**src/rtl/slave_to_master_mux.sv**
```systemverilog
// slave_to_master_mux
//   AHB return-path multiplexer with built-in default slave.
//   The decoder's slave select and the granted master index are captured
//   during each completing address phase. During the following data phase
//   the selected slave's read data, ready and response are routed to the
//   shared bus. Unmapped NONSEQ/SEQ transfers get the two-cycle ERROR
//   response from the internal default slave.
//
// Ports
//   Hclk, Hresetn  : bus clock, asynchronous active-low reset
//   Hsel           : address-phase slave select (one-hot or zero = unmapped)
//   Htrans         : address-phase HTRANS of the granted master
//   Hmaster        : address-phase granted master index
//   Hrdata_S       : per-slave read data
//   Hreadyout_S    : per-slave HREADYOUT
//   Hresp_S        : per-slave HRESP (0 = OKAY, 1 = ERROR)
//   Hrdata         : bus read data
//   Hready         : bus HREADY
//   Hresp          : bus HRESP
//   Hmaster_dp     : data-phase owner
module slave_to_master_mux #(
    parameter int unsigned NUM_SLAVES   = 4,
    parameter int unsigned NUM_MASTERS  = 2,
    parameter int unsigned DATA_WIDTH   = 32,
    parameter int unsigned MASTER_WIDTH = (NUM_MASTERS > 1) ? $clog2(NUM_MASTERS) : 1
) (
    input  logic                    Hclk,
    input  logic                    Hresetn,
    input  logic [NUM_SLAVES-1:0]   Hsel,
    input  logic [1:0]              Htrans,
    input  logic [MASTER_WIDTH-1:0] Hmaster,
    input  logic [DATA_WIDTH-1:0]   Hrdata_S    [NUM_SLAVES],
    input  logic                    Hreadyout_S [NUM_SLAVES],
    input  logic                    Hresp_S     [NUM_SLAVES],
    output logic [DATA_WIDTH-1:0]   Hrdata,
    output logic                    Hready,
    output logic                    Hresp,
    output logic [MASTER_WIDTH-1:0] Hmaster_dp
);

    localparam int unsigned SEL_W = NUM_SLAVES + 1;

    typedef enum logic [1:0] {
        ST_OK   = 2'd0,
        ST_ERR1 = 2'd1,
        ST_ERR2 = 2'd2
    } dflt_state_e;

    logic [SEL_W-1:0]        sel_dp_q;
    logic [SEL_W-1:0]        sel_dp_d;
    logic [MASTER_WIDTH-1:0] mdp_q;
    dflt_state_e             state_q;
    logic                    dflt_ready_q;
    logic                    dflt_resp_q;
    logic                    unmapped_req;
    logic                    hit;

    // Address-phase select to one-hot data-phase select; lowest index wins,
    // no select at all routes to the default slave.
    always_comb begin
        sel_dp_d = '0;
        hit      = 1'b0;
        for (int i = 0; i < NUM_SLAVES; i++) begin
            if (Hsel[i] && !hit) begin
                sel_dp_d[i] = 1'b1;
                hit         = 1'b1;
            end
        end
        if (!hit) begin
            sel_dp_d[NUM_SLAVES] = 1'b1;
        end
    end

    // Unmapped active transfer (NONSEQ/SEQ) completing its address phase.
    assign unmapped_req = Hready && (Hsel == '0) &&
                          ((Htrans == 2'b10) || (Htrans == 2'b11));

    // Data-phase select and owner, captured only when the bus is ready.
    always_ff @(posedge Hclk or negedge Hresetn) begin
        if (!Hresetn) begin
            sel_dp_q <= SEL_W'(1) << NUM_SLAVES;
            mdp_q    <= '0;
        end else if (Hready) begin
            sel_dp_q <= sel_dp_d;
            mdp_q    <= Hmaster;
        end
    end

    // Default slave: OK -> ERR1 (wait, ERROR) -> ERR2 (ready, ERROR).
    always_ff @(posedge Hclk or negedge Hresetn) begin
        if (!Hresetn) begin
            state_q      <= ST_OK;
            dflt_ready_q <= 1'b1;
            dflt_resp_q  <= 1'b0;
        end else begin
            state_q      <= ST_OK;
            dflt_ready_q <= 1'b1;
            dflt_resp_q  <= 1'b0;
            case (state_q)
                ST_OK: begin
                    if (unmapped_req) begin
                        state_q      <= ST_ERR1;
                        dflt_ready_q <= 1'b0;
                        dflt_resp_q  <= 1'b1;
                    end
                end
                ST_ERR1: begin
                    state_q      <= ST_ERR2;
                    dflt_ready_q <= 1'b1;
                    dflt_resp_q  <= 1'b1;
                end
                ST_ERR2: begin
                    // ERR2 completes the transfer, so a new unmapped address
                    // phase can chain straight back into ERR1.
                    if (unmapped_req) begin
                        state_q      <= ST_ERR1;
                        dflt_ready_q <= 1'b0;
                        dflt_resp_q  <= 1'b1;
                    end
                end
                default: begin
                    state_q <= ST_OK;
                end
            endcase
        end
    end

    // Response mux, combinational from the data-phase select.
    always_comb begin
        Hrdata = '0;
        Hready = 1'b0;
        Hresp  = 1'b0;
        for (int i = 0; i < NUM_SLAVES; i++) begin
            if (sel_dp_q[i]) begin
                Hrdata = Hrdata_S[i];
                Hready = Hreadyout_S[i];
                Hresp  = Hresp_S[i];
            end
        end
        if (sel_dp_q[NUM_SLAVES]) begin
            Hrdata = '0;
            Hready = dflt_ready_q;
            Hresp  = dflt_resp_q;
        end
    end

    assign Hmaster_dp = mdp_q;

endmodule

```
**config.mk**
```make
export PLATFORM = sky130hd
export DESIGN_NAME = slave_to_master_mux
export DESIGN_NICKNAME = d
export VERILOG_FILES = /design/src/rtl/slave_to_master_mux.sv
export SDC_FILE = /design/constraint.sdc
export NUM_CORES = 1
export LEC_CHECK = 0
export CAP_MARGIN = 10
export CORE_ASPECT_RATIO = 0.7
export CORE_MARGIN = 5
export CORE_UTILIZATION = 26
export DETAILED_ROUTE_END_ITERATION = 8
export GPL_TIMING_DRIVEN = 0
export PLACE_DENSITY_LB_ADDON = 0.15
export SLEW_MARGIN = 25
export SYNTH_ARGS = -nofsm -noshare
export SYNTH_HDL_FRONTEND = slang
export SYNTH_SLANG_ARGS = --single-unit
```
**constraint.sdc**
```tcl
create_clock -name Hclk -period 2.3 [get_ports Hclk]
set_clock_uncertainty 0.15 [all_clocks]
set_input_delay 0.46 -clock Hclk [delete_from_list [all_inputs] [get_ports Hclk]]
set_output_delay 0.46 -clock Hclk [all_outputs]
set_load 0.01 [all_outputs]
```
Word-level counts from Yosys, hierarchy flattened
Index checks and enable logic that the tools add are counted.
{ "op_classes": {"reduce_logical": 12, "muxes": 29, "n_eq_ne": 4} }
{ "op_table": {"columns": ["op", "n"], "rows": [
  ["two-way mux 32 bit", 5],
  ["two-way mux 1 bit", 22],
  ["equality test 2 bit, second input constant", 3],
  ["logical AND 1 bit", 5],
  ["zero test 4 bit", 1],
  ["one-hot mux 2 bit (2 select lines)", 1],
  ["zero test 1 bit", 3],
  ["equality test 2 x 1 -> 1 bit, second input constant", 1],
  ["zero test 2 bit", 1],
  ["one-hot mux 1 bit (2 select lines)", 1],
  ["OR reduction 2 bit", 1],
  ["logical OR 1 bit", 1]
]} }
{ "word_totals": {"output_inout_bits": 35, "regBits": 10, "wordCells": 50, "inputBits": 145} }

Longest topological paths before layout
Gate-level depths: netlist of the first run.
{ "logic_depth": {"word_depth": 11, "ltp_mapped": 7, "depth_no_buf": 4} }

Worst setup path after synthesis of the first run
Ideal clock, no wire load.
{ "synth_path": {"kind": "register -> output", "from": "register sel_dp_q[1]", "to": "output Hrdata[10]", "path_buffers": 3, "stages_incl_launch_ff": 8, "path_slack_ns": 0.273, "required_time_ns": 1.690, "arrival_time_ns": 1.417, "cell_sequence": "dfrtp_1 > buf_4 > nor2b_1 > buf_6 > clkbuf_1 > a221oi_1 > a21oi_1 > a22o_1"} }
{ "synth_between": {"elab_chain_len": 4} }
{ "synth_lines": {"columns": ["element", "line", "rtl"], "rows": [
  ["start, declared", "49", "logic [SEL_W-1:0] sel_dp_q;"],
  ["start signal, assigned", "81", "sel_dp_q <= SEL_W'(1) << NUM_SLAVES;"],
  ["start signal, assigned", "84", "sel_dp_q <= sel_dp_d;"],
  ["two-way mux 32 bit (3 in a row)", "134", "if (sel_dp_q[i]) begin"],
  ["two-way mux 32 bit", "140", "if (sel_dp_q[NUM_SLAVES]) begin"],
  ["end, declared", "35", "output logic [DATA_WIDTH-1:0] Hrdata,"]
]} }
No other way between the ends.

Worst setup path in the final report of the first run
{ "layout_path": {"from": "register sel_dp_q[1]", "to": "output Hrdata[22]"} }
The elaborated chain is that of the path after synthesis.

==> impl_metrics.json, run 1 <==
{
  "ys_seq_area_frac": 0.179,
  "grt_max_degree": 11,
  "globalplace.congestion": 0.821,
  "worst_ep_arrival_time_ns": 1.72,
  "dpl.cell_count": 444,
  "finalPower_uw": 3610,
  "pin_count": 180,
  "synth-edff-count": 0,
  "num_vias": 2338,
  "setup_violations": 7,
  "insertion_delay_ns": 0.24,
  "cts_tree": "built",
  "worst_hold_path.endpoint": "state_q[1]$_DFF_PN0_",
  "core_region_area_sq_um": 5260,
  "area_growth_pct": 164,
  "nNetsFinal": 530,
  "min_period_over_period": 1.01,
  "end_kind": "primary output",
  "wl_per_cell_um": 18.6,
  "met2_usage": 0.399,
  "synth_commonest_cells": "inv_1 (36), a21oi_1 (32), a221oi_1 (32), a22o_1 (32), clkbuf_1 (18)",
  "drive_above_1_share": 0.292,
  "numCtsBuffers": 3,
  "drv_slew": 0,
  "avgSynthCellArea_sq_um": 7.26,
  "p_leak_uw": 0.00163,
  "grt_usage": 0.226,
  "drt_pass1_iterations": 4,
  "ctsRootBufferMaster": "clkbuf_8",
  "syn_inst": 194,
  "clockBufferDepth": 2,
  "drtAntennaViolNets": 0,
  "antenna_found_initial": 0,
  "hold_start": "state_q[1]$_DFF_PN0_",
  "pwr_density_cell_nw_per_um2": 973,
  "wirelength_um": 8500,
  "rr_endpoint": "sel_dp_q[0]$_DFFE_PN0P_",
  "top_usage_layer": "met2",
  "hold_viol": 0,
  "async_flop_share": 1.00,
  "synthFlopType": "dfrtp_1",
  "synth_area_sq_um": 1410,
  "clkTransAtPathRegs_ns": 0.05,
  "met1_usage": 0.276,
  "synth_top_area_frac": 0.199,
  "routed_via_density": 5.13,
  "max_cap_viol_count": 0,
  "critPathRequiredTime_ns": 1.69,
  "min_period_ns": 2.33,
  "row_count": 22,
  "worstHoldPathType": "reg -> reg",
  "final_util": 0.706,
  "rsz0062_at_grt": "true",
  "antennaDiodeCount": 0,
  "worstMarginPinSlew_ns": 0.428,
  "cp_max_fo": 7,
  "ff2ff_setup_slack_ns": 0.33,
  "dp_hpwl_um": 6250,
  "max_freq_mhz": 429,
  "synth_seq_cells": 10,
  "synth_area_leaders": "a221oi_1 (20%), a22o_1 (20%), dfrtp_1 (14%), a21oi_1 (11%), inv_1 (9.6%)",
  "ys_types": 26,
  "die_y_um": 71.6,
  "yosysWarnings": 0,
  "grt_overflow": 0,
  "fin_cells": 456,
  "clock_sinks": 10,
  "portBuffers": 178,
  "crit_type": "reg -> out",
  "grt.met3_usage": 0.0613,
  "synthMostInstantiatedCell": "inv_1",
  "synth_top_cell_by_area": "a221oi_1",
  "drt_drc_violations_left": 0,
  "hold_depth": 1,
  "status": "finished, violations left",
  "worstReg2RegStart": "sel_dp_q[1]$_DFFE_PN0P_",
  "violations": "negative setup slack",
  "worst-r2r-cell-count": 6,
  "cts_hold_buffers": 0,
  "htreeDepth": 1,
  "synthesis.nets": 339,
  "drtIter0Drc": 65,
  "grt_pass1_vias": 2459,
  "ir_worst_vdd_mv": 0.698,
  "startpoint_type": "register",
  "die_x_um": 98.0,
  "fin_ws_ns": -0.0288,
  "slew_headroom": 0.714,
  "die-area_sq_um": 7010,
  "start_util": 0.268,
  "pre_cts_ws_ns": -0.512,
  "grt_pass1_wl_um": 13000
}
## cell usage in the layout (no fill, tap or decap), drive strengths merged, types with 2 or more instances in the layout
cell type,count
o21ai,2
a22o,32
a21oi,33
dfstp,2
a221oi,32
nor2b,3
clkdlybuf4s50,144
inv,36
buf,42
mux2,3
nor2,5
clkbuf,24
dfrtp,8
nand2,5
o22ai,2
a221o,2
## state kept, by name (all words and copies together) (netlist names)
| signal | count |
|---|---|
| Hmaster_dp | 1 |
| sel_dp_q | 5 |
| state_q | 2 |
| dflt_ready_q | 1 |
| dflt_resp_q | 1 |
## layer usage
layer,vias to the layer above,part of all wire
li1,1132,-
met1,1076,0.42
met2,120,0.48
met3,10,0.082
met4,0,0.014
met5,-,0
## kinds of logic after synthesis
logic type	count (synthesis)	synth area share
AO/OA/AOI/OAI	108	0.581
AND/OR/NAND/NOR	16	0.0560
flip-flops	10	0.179
multiplexers	3	0.0240
buffers and inverters	57	0.160
## critical path, stage by stage (launching register included)
cell and delay, ns:
dfrtp_1 0.37, buf_6 0.14, nor2b_4 0.15, buf_8 0.16, clkbuf_16 0.16, a221oi_4 0.05
a21oi_1 0.16, a22o_1 0.15, buf_2 0.13
## per-stage QoR
stage          hold slack, ns  TNS (ns)  instance area [sq um]
4_1_cts                 0.276   -0.0839                   3580
5_1_grt                 0.285     -2.03                   3710
3_3_place_gp            0.245    -13.93                   3280
2_1_floorplan          0.0144         0                   1410
6_report                0.276   -0.0910                   3710
3_5_place_dp            0.268    -15.25                   3280
## area by class of cell
cell class,count,area (sq um)
inverters,36,135
plain buffers,21,209
repair buffers,186,1720
multi-input cells,127,1250
fillers,436,1540
flip-flops and latches,10,253
clock buffers,4,55.1
well taps,72,90.1
## what timing repair did
| item | CTS | global route |
|---|---|---|
| gates resized for setup | 211 | 20 |
| pin swaps | 24 | 20 |
| gates cloned | 4 | 0 |
| hold endpoints to repair | 0 | 0 |
| buffers inserted | 3 | 1 |
| endpoints found under the setup margin | 34 | 32 |
## where the power goes
group / total (uW) / internal (uW) / switching, uW
Clock: 226 / 151 / 74.7
Combinational: 3140 / 1670 / 1470
Sequential: 243 / 216 / 27.4
## how the worst max path moves through the flow
stage                             to  depth (start not counted)                    start
after detailed placement  Hrdata[25]                          8  sel_dp_q[1]$_DFFE_PN0P_
after global routing      Hrdata[21]                          8  sel_dp_q[1]$_DFFE_PN0P_
final                     Hrdata[22]                          8  sel_dp_q[1]$_DFFE_PN0P_
after floorplan           Hrdata[10]                          7  sel_dp_q[1]$_DFFE_PN0P_
after CTS                  Hrdata[8]                          8  sel_dp_q[1]$_DFFE_PN0P_
after global placement     Hrdata[8]                          8  sel_dp_q[1]$_DFFE_PN0P_
Power figures use the tool's default switching activity.
==> inputs of run 2 (changes only) <==
- CORE_MARGIN: 5 -> 4
==> impl_metrics.json, run 2 (same netlist as run 1, synthesis figures left out) <==
{
  "ir_worst_vdd_mv": 0.591,
  "clockBufferDepth": 2,
  "area_growth_pct": 161,
  "worst_ep_arrival_time_ns": 1.73,
  "num_vias": 2318,
  "setup_violations": 7,
  "start_util": 0.269,
  "drive_above_1_share": 0.292,
  "grt_pass1_wl_um": 12100,
  "pre_cts_ws_ns": -0.468,
  "htreeDepth": 1,
  "die-area_sq_um": 6680,
  "final_cell_mix": "clkdlybuf4s50_1 (144), inv_1 (36), a22o_1 (32), buf_2 (32), a21oi_1 (28)",
  "fillers": 432,
  "critPathRequiredTime_ns": 1.69,
  "drtAntennaViolNets": 0,
  "antennaDiodeCount": 0,
  "slew_headroom": 0.703,
  "finalPower_uw": 3560,
  "max_cap_viol_count": 0,
  "dp_hpwl_um": 6020,
  "nNetsFinal": 529,
  "violations": "negative setup slack",
  "routed_via_density": 5.09,
  "die_x_um": 96.0,
  "grt_usage": 0.226,
  "pwr_density_cell_nw_per_um2": 967,
  "wirelength_um": 8270,
  "wl_per_cell_um": 18.2,
  "cp_max_fo": 6,
  "p_leak_uw": 0.00162,
  "grt_pass1_vias": 2307,
  "rsz0062_at_grt": "true",
  "cts_hold_buffers": 0,
  "startpoint_type": "register",
  "end_kind": "primary output",
  "reg.largest.list": "sel_dp_q: 5 flops, state_q: 2 flops",
  "drt_drc_violations_left": 0,
  "row_count": 22,
  "final_common_cell": "clkdlybuf4s50_1",
  "drv_slew": 0,
  "largest_reg_flops": 5,
  "insertion_delay_ns": 0.24,
  "crit_type": "reg -> out",
  "grt_overflow": 0,
  "die_y_um": 69.6,
  "worstMarginPinSlew_ns": 0.444,
  "max_freq_mhz": 427,
  "clock_sinks": 10,
  "status": "finished, violations left",
  "globalplace.congestion": 0.757,
  "numCtsBuffers": 3,
  "pin_count": 180,
  "min_period_ns": 2.34,
  "antenna_found_initial": 0,
  "drtIter0Drc": 49,
  "drt_pass1_iterations": 4,
  "grt_max_degree": 11,
  "top_register": "sel_dp_q",
  "min_period_over_period": 1.02,
  "core_region_area_sq_um": 5230,
  "hold_viol": 0,
  "fin_ws_ns": -0.0433,
  "portBuffers": 178,
  "cts_tree": "built",
  "worstHoldPathType": "reg -> reg",
  "ctsRootBufferMaster": "clkbuf_8",
  "clkTransAtPathRegs_ns": 0.05
}
==> run 2: report_power, final <==
| group | total, uW | internal [uW] | switching (uW) |
|---|---|---|---|
| combinational | 3100 | 1640 | 1460 |
| clock | 223 | 151 | 72.3 |
| sequential | 243 | 216 | 27.5 |
| total | 3560 | 2000 | 1560 |
==> run 2: metrics by stage <==
| stage | area (sq um) | instances | setup TNS (ns) | utilization | hold slack, ns |
|---|---|---|---|---|---|
| finish | 3680 | 455 | -0.0840 | 0.704 | 0.257 |
| global route | 3680 | 455 | -1.90 | 0.704 | 0.285 |
| CTS | 3590 | 455 | -0.0122 | 0.687 | 0.261 |
| detailed placement | 3280 | 444 | -14.76 | 0.627 | 0.255 |
| global placement | 3280 | 444 | -14.28 | 0.627 | 0.245 |
| floorplan | 1410 | 194 | 0 | - | 0.0144 |
==> run 2: metal layers <==
layer  track usage  vias up  wire (um)
met5             0        -          0
met4        0.0394        0         69
met3        0.0510        6        765
met2         0.405      103       3960
met1         0.275     1078       3470
li1              -     1131          -
==> run 2: final timing paths <==
check	endpoint	cells past startpoint	slack (ns)	from
worst min-delay path	state_q[1]$_DFF_PN0_	1	0.26	state_q[1]$_DFF_PN0_
worst max-delay path	Hrdata[5]	7	-0.04	sel_dp_q[0]$_DFFE_PN0P_
max in group asynchronous	dflt_ready_q$_DFF_PN1_	1	1.28	Hresetn
min in group asynchronous	sel_dp_q[0]$_DFFE_PN0P_	1	0.39	Hresetn
worst min register to register	state_q[1]$_DFF_PN0_	1	0.26	state_q[1]$_DFF_PN0_
worst max register to register	sel_dp_q[1]$_DFFE_PN0P_	6	0.35	sel_dp_q[0]$_DFFE_PN0P_
==> run 2: timing repair <==
action | CTS | global route
pin swaps | 8 | 29
gates cloned | 4 | 0
buffers inserted | 3 | 0
resized for setup | 207 | 19
endpoints found under the setup margin | 34 | 34
==> run 2: critical path, cell delays in order (launching register included) <==
cell	delay (ns)
dfrtp_1	0.39
nor2b_4	0.14
buf_8	0.14
clkbuf_16	0.16
a221oi_2	0.26
a21oi_2	0.06
a22o_1	0.20
buf_2	0.14
==> run 2: cell type report <==
cell class | count | area, sq um | share of cell area
flip-flops and latches | 10 | 253 | 0.0686
multi-input cells | 127 | 1240 | 0.337
well taps | 72 | 90.1 | 0.0245
repair buffers | 185 | 1700 | 0.463
inverters | 36 | 135 | 0.0367
plain buffers | 21 | 203 | 0.0550
clock buffers | 4 | 55.1 | 0.0150
